## src/rtl/icache_burst_reader_if.sv

```systemverilog
`default_nettype none
// ============================================================================
// Module      : icache_burst_reader_if
// Description : Burst request channel from the instruction cache plus the
//               single-word pipelined memory read channel.
// Revision    : 1.0 - initial release
// ============================================================================
interface icache_burst_reader_if;
  // Cache-side burst request / return
  logic        req_request;
  logic [29:0] req_addr;
  logic [4:0]  req_rlen;
  logic        req_ack;
  logic        req_rvalid;
  logic [31:0] req_rdata;
  // Memory-side single-word reads
  logic        mem_read;
  logic [29:0] mem_addr;
  logic        mem_ready;
  logic        mem_rvalid;
  logic [31:0] mem_rdata;

  // Burst reader's view
  modport slave (
    input  req_request, req_addr, req_rlen, mem_ready, mem_rvalid, mem_rdata,
    output req_ack, req_rvalid, req_rdata, mem_read, mem_addr
  );

  // Surrounding system's view (cache requester plus memory)
  modport master (
    output req_request, req_addr, req_rlen, mem_ready, mem_rvalid, mem_rdata,
    input  req_ack, req_rvalid, req_rdata, mem_read, mem_addr
  );
endinterface
`default_nettype wire

```

## src/rtl/icache_burst_reader.sv

```systemverilog
`default_nettype none
// ============================================================================
// Module      : icache_burst_reader
// Description : Line-fill read engine. Accepts one burst request, issues it
//               as pipelined single-word reads starting at offset 0 of the
//               aligned line, bounds the reads in flight and returns the
//               words to the cache in line order.
// Revision    : 1.0 - initial release
// ============================================================================
module icache_burst_reader #(
  parameter int MAX_OUTSTANDING = 4,
  parameter int OUTSTANDING_W   = $clog2(MAX_OUTSTANDING + 1)
) (
  input  logic                        clk,
  input  logic                        rst,
  icache_burst_reader_if.slave        bus,
  output logic                        busy
);

  typedef enum logic [0:0] {
    IDLE  = 1'b0,
    BURST = 1'b1
  } state_t;

  localparam logic [OUTSTANDING_W-1:0] MAX_CNT = OUTSTANDING_W'(MAX_OUTSTANDING);
  localparam logic [OUTSTANDING_W-1:0] ONE_CNT = OUTSTANDING_W'(1);

  state_t                   state;
  logic [29:0]              base;
  logic [4:0]               last_idx;
  logic [4:0]               issue_idx;
  logic [4:0]               recv_idx;
  logic                     issue_done;
  logic [OUTSTANDING_W-1:0] outstanding;
  logic                     rvalid_q;
  logic [31:0]              rdata_q;

  logic                     in_burst;
  logic                     accept;

  assign in_burst       = (state == BURST);
  // Ack is only gated by state so a new request can be taken in the very
  // cycle the previous burst's final word is presented.
  assign bus.req_ack    = (state == IDLE) & bus.req_request;
  assign bus.mem_read   = in_burst & ~issue_done & (outstanding < MAX_CNT);
  // Line offset bits of base are zero, so OR-ing the index walks the line.
  assign bus.mem_addr   = in_burst ? (base | {25'b0, issue_idx}) : 30'b0;
  assign accept         = bus.mem_read & bus.mem_ready;
  assign bus.req_rvalid = rvalid_q;
  assign bus.req_rdata  = rdata_q;
  assign busy           = in_burst;

  // FSM, issue/return indices, in-flight count and registered return path
  always_ff @(posedge clk) begin
    if (rst) begin
      state       <= IDLE;
      base        <= '0;
      last_idx    <= '0;
      issue_idx   <= '0;
      recv_idx    <= '0;
      issue_done  <= 1'b0;
      outstanding <= '0;
      rvalid_q    <= 1'b0;
      rdata_q     <= '0;
    end else begin
      rvalid_q <= 1'b0;
      case (state)
        IDLE: begin
          if (bus.req_request) begin
            base        <= bus.req_addr & ~{25'b0, bus.req_rlen};
            last_idx    <= bus.req_rlen;
            issue_idx   <= '0;
            recv_idx    <= '0;
            issue_done  <= 1'b0;
            outstanding <= '0;
            state       <= BURST;
          end
        end
        BURST: begin
          if (accept) begin
            issue_idx <= issue_idx + 5'd1;
            if (issue_idx == last_idx) begin
              issue_done <= 1'b1;
            end
          end
          if (bus.mem_rvalid) begin
            rdata_q  <= bus.mem_rdata;
            rvalid_q <= 1'b1;
            recv_idx <= recv_idx + 5'd1;
            if (recv_idx == last_idx) begin
              state <= IDLE;
            end
          end
          // Simultaneous accept and return leave the count unchanged.
          if (accept && !bus.mem_rvalid) begin
            outstanding <= outstanding + ONE_CNT;
          end else if (!accept && bus.mem_rvalid && (outstanding != '0)) begin
            outstanding <= outstanding - ONE_CNT;
          end
        end
        default: state <= IDLE;
      endcase
    end
  end

`ifndef SYNTHESIS
  // Returned data with no burst in progress is dropped; flag it.
  a_no_idle_rvalid: assert property (@(posedge clk) disable iff (rst)
    !((state == IDLE) && bus.mem_rvalid));

  // Burst length must be a power of two (rlen = 2^k - 1).
  a_rlen_legal: assert property (@(posedge clk) disable iff (rst)
    bus.req_ack |-> ((bus.req_rlen & (bus.req_rlen + 5'd1)) == 5'd0));
`endif

endmodule
`default_nettype wire

```

## src/flat_wrapper.sv

```systemverilog
// flat-port wrapper written by rule: the top's interface ports become plain ports
module icache_burst_reader_flat 
#(
  parameter int MAX_OUTSTANDING = 4,
  parameter int OUTSTANDING_W   = $clog2(MAX_OUTSTANDING + 1)
)
  (clk, rst, busy, bus_req_request, bus_req_addr, bus_req_rlen, bus_mem_ready, bus_mem_rvalid, bus_mem_rdata, bus_req_ack, bus_req_rvalid, bus_req_rdata, bus_mem_read, bus_mem_addr);
  icache_burst_reader_if bus_i ();
  input  logic clk;
  input  logic rst;
  output logic busy;
  input wire logic [$bits(bus_i.req_request)-1:0] bus_req_request;
  input wire logic [$bits(bus_i.req_addr)-1:0] bus_req_addr;
  input wire logic [$bits(bus_i.req_rlen)-1:0] bus_req_rlen;
  input wire logic [$bits(bus_i.mem_ready)-1:0] bus_mem_ready;
  input wire logic [$bits(bus_i.mem_rvalid)-1:0] bus_mem_rvalid;
  input wire logic [$bits(bus_i.mem_rdata)-1:0] bus_mem_rdata;
  output wire logic [$bits(bus_i.req_ack)-1:0] bus_req_ack;
  output wire logic [$bits(bus_i.req_rvalid)-1:0] bus_req_rvalid;
  output wire logic [$bits(bus_i.req_rdata)-1:0] bus_req_rdata;
  output wire logic [$bits(bus_i.mem_read)-1:0] bus_mem_read;
  output wire logic [$bits(bus_i.mem_addr)-1:0] bus_mem_addr;
  assign bus_i.req_request = bus_req_request;
  assign bus_i.req_addr = bus_req_addr;
  assign bus_i.req_rlen = bus_req_rlen;
  assign bus_i.mem_ready = bus_mem_ready;
  assign bus_i.mem_rvalid = bus_mem_rvalid;
  assign bus_i.mem_rdata = bus_mem_rdata;
  assign bus_req_ack = bus_i.req_ack;
  assign bus_req_rvalid = bus_i.req_rvalid;
  assign bus_req_rdata = bus_i.req_rdata;
  assign bus_mem_read = bus_i.mem_read;
  assign bus_mem_addr = bus_i.mem_addr;
  icache_burst_reader #(.MAX_OUTSTANDING(MAX_OUTSTANDING), .OUTSTANDING_W(OUTSTANDING_W)) u_core (.clk(clk), .rst(rst), .bus(bus_i), .busy(busy));
endmodule
```

## config.mk

```make
export PLATFORM = sky130hd
export DESIGN_NAME = icache_burst_reader_flat
export DESIGN_NICKNAME = d
export VERILOG_FILES = /design/src/rtl/icache_burst_reader_if.sv /design/src/rtl/icache_burst_reader.sv /design/src/flat_wrapper.sv
export SDC_FILE = /design/constraint.sdc
export NUM_CORES = 1
export LEC_CHECK = 0
export CAP_MARGIN = 20
export CORE_MARGIN = 4
export CORE_UTILIZATION = 25
export DETAILED_ROUTE_END_ITERATION = 7
export MAX_ROUTING_LAYER = met4
export PLACE_DENSITY = 0.49
export SYNTH_ARGS = -nofsm -noshare
export SYNTH_HDL_FRONTEND = slang
export SYNTH_SLANG_ARGS = --single-unit
```

## constraint.sdc

```tcl
create_clock -name clk -period 2.1 [get_ports clk]
set_input_delay 0.315 -clock clk [delete_from_list [all_inputs] [get_ports clk]]
set_output_delay 0.315 -clock clk [all_outputs]
set_load 0.01 [all_outputs]
```

==> results of run 1 <==
-- layer usage --
metal / vias up / track usage / wire length (um)
li1: 1700 / - / -
met1: 1516 / 0.1688 / 4717
met2: 104 / 0.1958 / 4583
met3: 7 / 0.02989 / 571
met4: 0 / 0.05363 / 76
met5: - / - / 0
-- worst max-delay path by stage --
stage	end	slack, ns	cells past startpoint
global placement	u_core.outstanding[1]	0.16	5
CTS	bus_mem_addr[21]	0.06	3
detailed placement	u_core.outstanding[1]	0.1	5
finish	bus_mem_addr[29]	0.09	3
global route	bus_mem_addr[29]	0.003	3
floorplan	u_core.outstanding[1]	0.42	5
-- area by class of cell --
type	instances	area (um2)	area share
Sequential cell	83	1663	0.3120
Multi-Input combinational cell	323	1670	0.3135
Clock inverter	4	51.30	0.009627
Tap cell	180	225.2	0.04226
Timing Repair Buffer	148	1461	0.2742
Inverter	4	15.01	0.002818
Clock buffer	11	242.7	0.04555
-- what timing repair did --
item / 4_1_cts / 5_1_grt
setup endpoints to repair: 31 / 0
hold endpoints to repair: 0 / 0
resized for setup: 1 / 0
-- sequential cells by signal (all words and copies together) (netlist names) --
signal / cells
u_core.bus.req_rdata: 32
u_core.base: 30
u_core.issue_idx: 5
u_core.last_idx: 5
u_core.recv_idx: 5
u_core.outstanding: 3
u_core.bus.req_rvalid: 1
u_core.busy: 1
u_core.issue_done: 1
-- report_power, final --
part	internal (mW)	switching, mW	total, mW
Sequential	1.65	0.0489	1.70
Clock	0.947	0.613	1.56
Combinational	0.299	0.253	0.552
Total	2.89	0.915	3.81
-- cell families (layout without fill, tap and decap cells) --
family,after synthesis,in the layout,share of synthesized area
AOI/OAI and AO/OA,83,83,0.1276
muxes,1,1,0.003189
xor gates and xnor gates,17,17,0.04217
DFF,83,83,0.4706
buffers and inverters,34,167,0.05634
adders and majority gates,3,3,0.01276
and+or+nand+nor,219,219,0.2874
-- metrics by stage --
stage          hold WS [ns]  area [um2]
2_1_floorplan        0.4302        3531
3_3_place_gp         0.4388        5034
3_5_place_dp         0.4431        5034
4_1_cts              0.3035        5329
5_1_grt              0.3174        5329
6_report             0.3236        5329
-- layout by cell type (no fill, tap or decap), types with 2 or more instances in the layout --
master and n:
sky130_fd_sc_hd__a21oi_1 74, sky130_fd_sc_hd__a31oi_1 2, sky130_fd_sc_hd__and2_1 26, sky130_fd_sc_hd__buf_4 10, sky130_fd_sc_hd__clkbuf_16 9, sky130_fd_sc_hd__clkdlybuf4s50_1 136, sky130_fd_sc_hd__dfxtp_1 82, sky130_fd_sc_hd__ha_1 2
sky130_fd_sc_hd__inv_1 2, sky130_fd_sc_hd__inv_2 2, sky130_fd_sc_hd__nand2_1 136, sky130_fd_sc_hd__nand2b_1 2, sky130_fd_sc_hd__nand3_1 7, sky130_fd_sc_hd__nand3b_1 5, sky130_fd_sc_hd__nand4_1 4, sky130_fd_sc_hd__nor2_1 19
sky130_fd_sc_hd__nor3_1 4, sky130_fd_sc_hd__nor3_2 2, sky130_fd_sc_hd__nor3b_1 4, sky130_fd_sc_hd__nor4_1 3, sky130_fd_sc_hd__or2_0 2, sky130_fd_sc_hd__xnor2_1 4, sky130_fd_sc_hd__xor2_1 13
-- cell usage after synthesis (all sizes together) --
cell    instances
nor3b           4
nor4            3
dfxtp          83
and4bb          2
xnor2           4
fa              1
a32o            1
nand3           7
a311oi          1
nor4b           1
nand4           4
mux2            1
o22a            1
nor3            6
buf            20
inv             4
a211o           1
or2             2
clkbuf         10
o32ai           1
or2b            1
ha              2
a22o            1
o22ai           1
nand2b          2
nor2           19
a31oi           2
xor2           13
nand3b          5
a21oi          74
nand2         137
and2           26
==> metrics.md, run 1 <==
| Metric | Value |
|---|---|
| Run status | completed |
| Power after layout | approximately 3.8 mW |
| Effective utilization at floorplan | 0.2544 |
| FF+latch count, synth | 83 |
| Min-delay src | rst |
| Largest net degree at the start of global routing | 40 |
| Delay-heaviest family, CP | buffers and inverters |
| Total DRC errors in the routed layout | 0 |
| Fraction of post-synthesis cell area in the top cell type by area | 0.4706 |
| Flop2flop setup slack | 0.40 ns |
| Startpoint of the worst setup timing path | u_core.busy |
| Source of the worst register-to-register timing path | u_core.outstanding[2] |
| Number of global-route vias before repair | ~3300 |
| Min-Delay Path Depth | 2 |
| GR Util All Layers | 0.1302 |
| Maximum fanout count along the critical path | 33 |
| Distinct cell type count after synthesis | 39 |
| Data arrival time at the worst-slack endpoint | 1.69 ns |
| Final hold violation count | 0 |
| Worst hold path class | in -> reg |
| Standard-cell row count | 43 |
| Post-synth net total | 515 |
| Area of the placeable core | 13880 um2 |
| Smallest setup slack after layout | 0.09289 ns |
| Cell area after synthesis | 3531 um2 |
| Setup fix buffers added after clock tree synthesis | 0 |
| Total routed wirelength | 9948 um |
| TritonCTS sink count | slightly above 80 |
| Number of antenna violations at the first check in global routing | 0 |
| Master cell of the clock root buffer | sky130_fd_sc_hd__clkbuf_16 |
| Number of fill cells | 1463 |
| Post-layout instance count excluding filler cells | 753 |
| Required time of the critical path | 1.78 ns |
| Total Neg Setup Slack | 0 ns |
| Worst rel slew slack | 0.7186 |
| Total power per unit cell area | 714.9 nW/um2 |
| Leading post-synthesis cells by cell area | sky130_fd_sc_hd__dfxtp_1 (47%), sky130_fd_sc_hd__nand2_1 (14%), sky130_fd_sc_hd__a21oi_1 (10%) |
| Clock period minus worst slack | 2.007 ns |
| DRT iter0 DRCs | 197 |
| Placed instance count | 738 |
| Warnings, synthesis | 0 |
| Largest area contributor in the synthesized netlist | sky130_fd_sc_hd__dfxtp_1 |
| Layout Skew | approximately 0.0080 ns |
| Worst-case vdd ir drop | between 0.3 and 0.4 mV |
| Count of maximum capacitance violations | 0 |
| Min-Delay Endpoint | u_core.recv_idx[1] |
| Maximum cell stage delay along the critical path | 0.55 ns |
| Crit. End Element | primary output |
| Number of buffers on the longest clock path | 2 |
| Clock buffer count from CTS | 9 |
| Floorplan die area | ~16000 um2 |
| Area delta synth->final | 50.92% |
| Fmax | 498.2 MHz |
| RSZ-0062 raised after global routing | no |
| Setup Viol. Count Final | 0 |
| Average wire per cell in the routed design | 13.21 um |
| Total count of max-transition violations in the final report | 0 |
| Critical setup path kind | reg -> out |
| Fraction of final layout cells sized beyond drive strength 1 | 0.06632 |
| GRT Residual Overflow | 0 |
| Weighted congestion at the end of routability-driven global placement | 0.7774 |
| Worst path slowest cell | sky130_fd_sc_hd__clkdlybuf4s50_1 |
| Worst-skew pair later-pin latency | 0.34 ns |
| DIE HEIGHT | 126.8 um |
| Antenna Diode Count | 0 |
| CTS H-Tree Depth | 3 |
| Average cell area after synthesis | 8.025 um2 |
| Nature of the critical path startpoint | flip-flop |
| Horizontal die dimension | 126.8 um |
| Post-cts hold buffer count | 0 |
| Leakage | around 1.9 nW |
| Clock edge transition at the registers on the reported setup and hold paths | around 0.060 ns |
| I/O Pins | 138 |
| Post-DP HPWL | around 7100 um |
| Post-placement worst setup slack | 0.09785 ns |
| Critical R2R Capture | u_core.outstanding[2] |
| Wire length of the first global-routing pass | between 15000 and 20000 um |
| Critical Path, Cell by Cell | buf_12 > and2_1 > clkdlybuf4s50_1 |
| Routed vias | 3327 |
| Synthesized netlist cell count | 440 |
| Seq/Total Area, Yosys | 0.4706 |
| PortBufs | 137 |
| TritonCTS clock tree | yes |
| Core occupancy in the finished layout | 0.3839 |
| Final worst path period share | 0.9558 |
| Count of antenna-violating nets left after detailed routing | 0 |
| Bufs and invs on worst path | 2 |
| Vias/cell | about 4.4 |
| Reg2reg path depth | 7 |
| Slew at the pin closest to its max-slew limit | approximately 0.42 ns |
| Nets | around 640 |
| Iteration count of the initial detailed-routing pass | 4 |
Power figures use the tool's default switching activity.
==> inputs of run 2 (changes only) <==
- CORE_UTILIZATION: 25 -> 35
- PLACE_DENSITY: 0.49 -> 0.65
==> metrics.md, run 2 (synthesis results as in run 1) <==
| Metric | Value |
|---|---|
| Fmax | 504.9 MHz (+1.3%) |
| Maximum fanout count along the critical path | 34 (+3.0%) |
| Layout Skew | 0.007291 ns (-0.0007030 ns) |
| Floorplan die area | 11760 um2 (-27%) |
| Critical R2R Capture | u_core.outstanding[2] |
| Total Neg Setup Slack | 0 ns (unchanged) |
| GR Util All Layers | 0.1594 (+0.02919) |
| Internal power contribution | 2.594 mW (-10%) |
| Clock buffer count from CTS | 9 (unchanged) |
| Flop2flop setup slack | 0.35 ns (-0.05 ns) |
| Post-cts hold buffer count | 0 (unchanged) |
| Weighted congestion at the end of routability-driven global placement | 0.7857 (+1.1%) |
| CTS H-Tree Depth | 3 (unchanged) |
| GRT Residual Overflow | 0 (unchanged) |
| Total power per unit cell area | 663.8 nW/um2 (-7.1%) |
| Area taken by flip-flops and latches | 1663 um2 (unchanged) |
| P_sw | 0.8510 mW (-7.0%) |
| Endpoint of the worst setup timing path | bus_mem_addr[6] |
| Largest net degree at the start of global routing | 40 (unchanged) |
| Number of antenna violations at the first check in global routing | 0 (unchanged) |
| WHS | 0.4512 ns (+0.1276 ns) |
| Average wire per cell in the routed design | 12.96 um (-1.9%) |
| Leakage | 1.891 nW (-2.0%) |
| RSZ-0062 raised after global routing | no |
| Clock edge transition at the registers on the reported setup and hold paths | 0.08 ns (+0.02 ns) |
| Setup fix buffers added after clock tree synthesis | 0 (unchanged) |
| Worst-case vdd ir drop | 0.2838 mV (-21%) |
| Worst rel slew slack | 0.6497 (-0.06882) |
| Reg2reg path depth | 7 (unchanged) |
| Post-DP HPWL | 6598 um (-6.7%) |
| Placed cell areas | 4975 um2 (-1.2%) |
| Slew at the pin closest to its max-slew limit | 0.5254 ns (+0.1032 ns) |
| Effective utilization at floorplan | 0.3596 (+0.1052) |
| Startpoint of the worst setup timing path | u_core.busy |
| DIE HEIGHT | 108.4 um (-15%) |
| Total count of max-transition violations in the final report | 0 (unchanged) |
| PortBufs | 137 (unchanged) |
| Nature of the critical path startpoint | flip-flop |
| Commonest cells after routing, fill and taps aside | sky130_fd_sc_hd__nand2_1 (136), sky130_fd_sc_hd__clkdlybuf4s50_1 (136), sky130_fd_sc_hd__dfxtp_1 (82), sky130_fd_sc_hd__a21oi_1 (74), sky130_fd_sc_hd__and2_1 (26) |
| Critical setup path kind | reg -> out |
| Data arrival time at the worst-slack endpoint | 1.67 ns (-0.02 ns) |
| DRT iter0 DRCs | 135 (-31%) |
| Number of global-route vias before repair | 3094 (-5.8%) |
| Worst hold path class | in -> reg |
| Routed vias | 3289 (-1.1%) |
| Nets | 644 (unchanged) |
| Iteration count of the initial detailed-routing pass | 4 (unchanged) |
| Clock group share of total power | 0.350 (-0.059) |
| Number of fill cells | 995 (-32%) |
| TritonCTS sink count | 83 (unchanged) |
| Vias/cell | 4.652 (+5.3%) |
| Number of buffers on the longest clock path | 2 (unchanged) |
| Standard-cell row count | 36 (-16%) |
| Largest register FFs | 32 (unchanged) |
| Source of the worst register-to-register timing path | u_core.outstanding[2] |
| Multi-input gate area in the final layout | 1670 um2 (unchanged) |
| Antenna Diode Count | 0 (unchanged) |
| Switching share of power | 0.2470 (+0.006826) |
| Run status | completed |
| Total routed wirelength | 9164 um (-7.9%) |
| Area delta synth->final | 46.99% |
| Count of antenna-violating nets left after detailed routing | 0 (unchanged) |
| Worst-skew pair later-pin latency | 0.34 ns (about the same) |
| Final worst path period share | 0.9431 (-0.01268) |
| Master cell of the clock root buffer | sky130_fd_sc_hd__clkbuf_8 |
| Wire length of the first global-routing pass | 14650 um (-11%) |
| Count of maximum capacitance violations | 0 (unchanged) |
| Sequential share of power | 0.492 (+0.046) |
| Area of the placeable core | 9819 um2 (-29%) |
| Required time of the critical path | 1.78 ns (about the same) |
| Final hold violation count | 0 (unchanged) |
| Final Cell Area | 5190 um2 (-2.6%) |
| Combinational share of power | 0.159 (+0.014) |
| Horizontal die dimension | 108.4 um (-15%) |
| Total DRC errors in the routed layout | 0 (unchanged) |
| Setup Viol. Count Final | 0 (unchanged) |
| Fraction of final layout cells sized beyond drive strength 1 | 0.06794 (+0.001627) |
| Clock period minus worst slack | 1.980 ns (-0.02662 ns) |
| Crit. End Element | primary output |
| TritonCTS clock tree | yes |
| Power after layout | 3.445 mW (-9.6%) |
| I/O Pins | 138 (unchanged) |
run 2: changes by cell type in the layout (fill, tap and decap cells not counted), sizes merged:
| cell | delta |
|---|---|
| clkinv | -2 |
| clkbuf | +2 |
| clkinvlp | +1 |
run 2: how the worst min path moves through the flow:
stage | from | endpoint | slack [ns] | depth (start not counted)
2_1_floorplan | u_core.base[0] | u_core.base[0] | 0.43 | 2
3_3_place_gp | u_core.base[7] | u_core.base[7] | 0.44 | 2
3_5_place_dp | u_core.base[6] | u_core.base[6] | 0.44 | 2
4_1_cts | rst | u_core.base[6] | 0.43 | 2
5_1_grt | rst | u_core.base[29] | 0.46 | 2
6_report | rst | u_core.base[1] | 0.45 | 2
run 2: worst max-delay path, stage by stage, from the launching register on:
cell                              delay, ns
sky130_fd_sc_hd__dfxtp_2               0.42
sky130_fd_sc_hd__buf_12                0.19
sky130_fd_sc_hd__and2_1                0.16
sky130_fd_sc_hd__clkdlybuf4s50_1       0.54
run 2: per-layer routing:
layer / share of wire / GRT usage / vias up / routed length (um)
li1: - / - / 1695 / -
met1: 0.44 / 0.1945 / 1497 / 4057
met2: 0.49 / 0.2630 / 86 / 4480
met3: 0.056 / 0.03224 / 11 / 514
met4: 0.012 / 0.05410 / 0 / 112
met5: 0 / - / - / 0
run 2: area by class of cell:
class / instances / area share
Clock buffer: 13 / 0.03255
Clock inverter: 3 / 0.008679
Inverter: 4 / 0.002893
Multi-Input combinational cell: 323 / 0.3218
Sequential cell: 83 / 0.3204
Tap cell: 133 / 0.03206
Timing Repair Buffer: 148 / 0.2816
run 2: power by group through the flow:
stage	logic, mW	registers (mW)	clock network (mW)
after floorplan	0.263	1.73	0
after global placement	0.545	1.73	0
after detailed placement	0.554	1.73	0
after CTS	0.556	1.69	1.24
after global routing	0.605	1.70	1.33
final	0.547	1.69	1.20
run 2: repair_timing:
| action | in CTS | in global routing |
|---|---|---|
| endpoints found under the hold margin | 0 | 0 |
| gates resized for setup | 1 | 0 |
| setup endpoints to repair | 10 | 0 |
run 2: through the flow:
step           cells    util  setup slack, ns
4_1_cts          707  0.5285          0.08272
5_1_grt          707  0.5285          0.01765
3_3_place_gp     691  0.5066           0.1584
2_1_floorplan    440       -           0.4215
3_5_place_dp     691  0.5066          0.07674
6_report         707  0.5285           0.1195
==> inputs of run 3 (changes only) <==
- CORE_MARGIN: 4 -> 1.5
==> metrics.md, run 3 (synthesis results as in run 1) <==
| Metric | Value |
|---|---|
| Leakage | 1.894 nW (+0.18%) |
| Maximum cell stage delay along the critical path | 0.54 ns (about the same) |
| Run status | completed |
| Final Cell Area | 5185 um2 (about the same) |
| Maximum fanout count along the critical path | 29 (-15%) |
| Placed cell areas | 4982 um2 (+0.15%) |
| Largest register FFs | 32 (unchanged) |
| TritonCTS clock tree | yes |
| GR Util All Layers | 0.1727 (+0.01326) |
| P_sw | 0.8645 mW (+1.6%) |
| Average wire per cell in the routed design | 12.70 um (-2.0%) |
| Routed vias | 3334 (+1.4%) |
| Clock buffer count from CTS | 9 (unchanged) |
| Commonest cells after routing, fill and taps aside | sky130_fd_sc_hd__nand2_1 (136), sky130_fd_sc_hd__clkdlybuf4s50_1 (136), sky130_fd_sc_hd__dfxtp_1 (83), sky130_fd_sc_hd__a21oi_1 (74), sky130_fd_sc_hd__and2_1 (26) |
| Count of maximum capacitance violations | 0 (unchanged) |
| Fmax | 507.2 MHz (+0.45%) |
| PortBufs | 137 (unchanged) |
| Worst-skew pair later-pin latency | 0.34 ns (about the same) |
| Top Usage Layer GRT | met2 |
| Final hold violation count | 0 (unchanged) |
| RSZ-0062 raised after global routing | no |
| Met2 Resource Use GR | 0.2826 (+0.01954) |
| Floorplan die area | 10700 um2 (-9.0%) |
| Antenna Diode Count | 0 (unchanged) |
| Total Neg Setup Slack | 0 ns (unchanged) |
| Worst path slowest cell | sky130_fd_sc_hd__clkdlybuf4s50_1 |
| Nets | 645 (+0.16%) |
| CTS H-Tree Depth | 3 (unchanged) |
| Final worst path period share | 0.9388 (-0.004248) |
| DRT iter0 DRCs | 114 (-16%) |
| Grt met1 use | 0.2096 (+0.01505) |
| Total count of max-transition violations in the final report | 0 (unchanged) |
| Critical Path, Cell by Cell | buf_6 > and2_1 > clkdlybuf4s50_1 |
| Horizontal die dimension | 103.4 um (-4.6%) |
| Sequential share of power | 0.506 (+0.014) |
| Critical setup path kind | reg -> out |
| Worst-case vdd ir drop | 0.3770 mV (+33%) |
| Total power per unit cell area | 645.2 nW/um2 (-2.8%) |
| Wire length of the first global-routing pass | 14200 um (-3.1%) |
| Required time of the critical path | 1.78 ns (about the same) |
| Bufs and invs on worst path | 2 (unchanged) |
| Worst hold path class | reg -> reg |
| Vias/cell | 4.709 (+1.2%) |
| Crit. End Element | primary output |
| DIE HEIGHT | 103.4 um (-4.6%) |
| Layout Skew | 0.007620 ns (+0.0003295 ns) |
| Effective utilization at floorplan | 0.3612 (+0.001657) |
| Setup Viol. Count Final | 0 (unchanged) |
| Iteration count of the initial detailed-routing pass | 4 (unchanged) |
| Slew at the pin closest to its max-slew limit | 0.5826 ns (+0.05718 ns) |
| Total routed wirelength | 8989 um (-1.9%) |
| Master cell of the clock root buffer | sky130_fd_sc_hd__clkbuf_8 |
| Number of global-route vias before repair | 3085 (-0.29%) |
| Setup fix buffers added after clock tree synthesis | 0 (unchanged) |
| Clock edge transition at the registers on the reported setup and hold paths | 0.08 ns (about the same) |
| Post-DP HPWL | 6321 um (-4.2%) |
| Count of antenna-violating nets left after detailed routing | 0 (unchanged) |
| Core occupancy in the finished layout | 0.5305 (+0.001924) |
| Met3 GRT Util | 0.03898 (+0.006740) |
| Clock period minus worst slack | 1.972 ns (-0.008920 ns) |
| Nature of the critical path startpoint | flip-flop |
| GRT Residual Overflow | 0 (unchanged) |
| I/O Pins | 138 (unchanged) |
| Switching share of power | 0.2584 (+0.01142) |
| Standard-cell row count | 36 (unchanged) |
| Data arrival time at the worst-slack endpoint | 1.66 ns (about the same) |
| Weighted congestion at the end of routability-driven global placement | 0.8960 (+14%) |
| Delay-heaviest family, CP | buffers and inverters |
| TritonCTS sink count | 83 (unchanged) |
| Clock group share of total power | 0.329 (-0.021) |
| Combinational share of power | 0.166 (+0.007) |
| Area delta synth->final | 46.85% (about the same) |
| Fraction of final layout cells sized beyond drive strength 1 | 0.06957 (+0.001621) |
| Internal power contribution | 2.481 mW (-4.4%) |
| Total DRC errors in the routed layout | 0 (unchanged) |
| Number of antenna violations at the first check in global routing | 0 (unchanged) |
| Number of buffers on the longest clock path | 2 (unchanged) |
| Largest net degree at the start of global routing | 40 (unchanged) |
| Worst rel slew slack | 0.6116 (-0.03812) |
| Power after layout | 3.345 mW (-2.9%) |
| Area of the placeable core | 9774 um2 (-0.46%) |
## run 3: metrics by stage
stage                     hold slack, ns  setup WS (ns)  std cells
after global routing              0.4719        0.01783        708
after floorplan                   0.4302         0.4215        440
after global placement            0.4371         0.1617        692
after CTS                         0.4551        0.04016        708
after detailed placement          0.4428        0.06272        692
final                             0.4541         0.1284        708
## run 3: power groups by stage
stage | Combinational, mW | Sequential, mW | Clock, mW
after floorplan | 0.263 | 1.73 | 0
after global placement | 0.550 | 1.73 | 0
after detailed placement | 0.557 | 1.73 | 0
after CTS | 0.560 | 1.69 | 1.14
after global routing | 0.608 | 1.70 | 1.21
final | 0.554 | 1.69 | 1.10
## run 3: cell type report
| class | instances | area (um2) |
|---|---|---|
| clock inverter | 4 | 33.78 |
| fill | 937 | 4589 |
| clock buffer | 12 | 165.2 |
| tap | 133 | 166.4 |
| inverter | 4 | 15.01 |
| multi-input combinational | 323 | 1670 |
| timing repair buffer | 149 | 1473 |
| sequential | 83 | 1662 |
## run 3: path summary, 6_finish.rpt
kind | start | end | slack (ns) | cells past startpoint
setup reg to reg | u_core.outstanding[2] | u_core.outstanding[2] | 0.36 | 7
hold / removal | u_core.base[17] | u_core.base[17] | 0.45 | 2
hold reg to reg | u_core.base[17] | u_core.base[17] | 0.45 | 2
setup / recovery | u_core.busy | bus_mem_addr[7] | 0.13 | 3
## run 3: routing by layer
layer | routed length [um] | up-vias
li1 | - | 1700
met1 | 4069 | 1531
met2 | 4231 | 93
met3 | 562 | 10
met4 | 125 | 0
met5 | 0 | -
## run 3: worst register-to-register path: stages, from the launching register on
cell and delay (ns):
sky130_fd_sc_hd__dfxtp_1 0.51, sky130_fd_sc_hd__nor2_1 0.09, sky130_fd_sc_hd__nand3_1 0.11, sky130_fd_sc_hd__nor2_1 0.08
sky130_fd_sc_hd__fa_1 0.41, sky130_fd_sc_hd__xnor2_1 0.17, sky130_fd_sc_hd__nor3_1 0.06, sky130_fd_sc_hd__a32o_1 0.22
## run 3: repair_timing
action                                  CTS  global route
hold buffers                              0             0
endpoints found under the setup margin    0            25
hold endpoints to repair                  0             0
gates resized for setup                   0             1
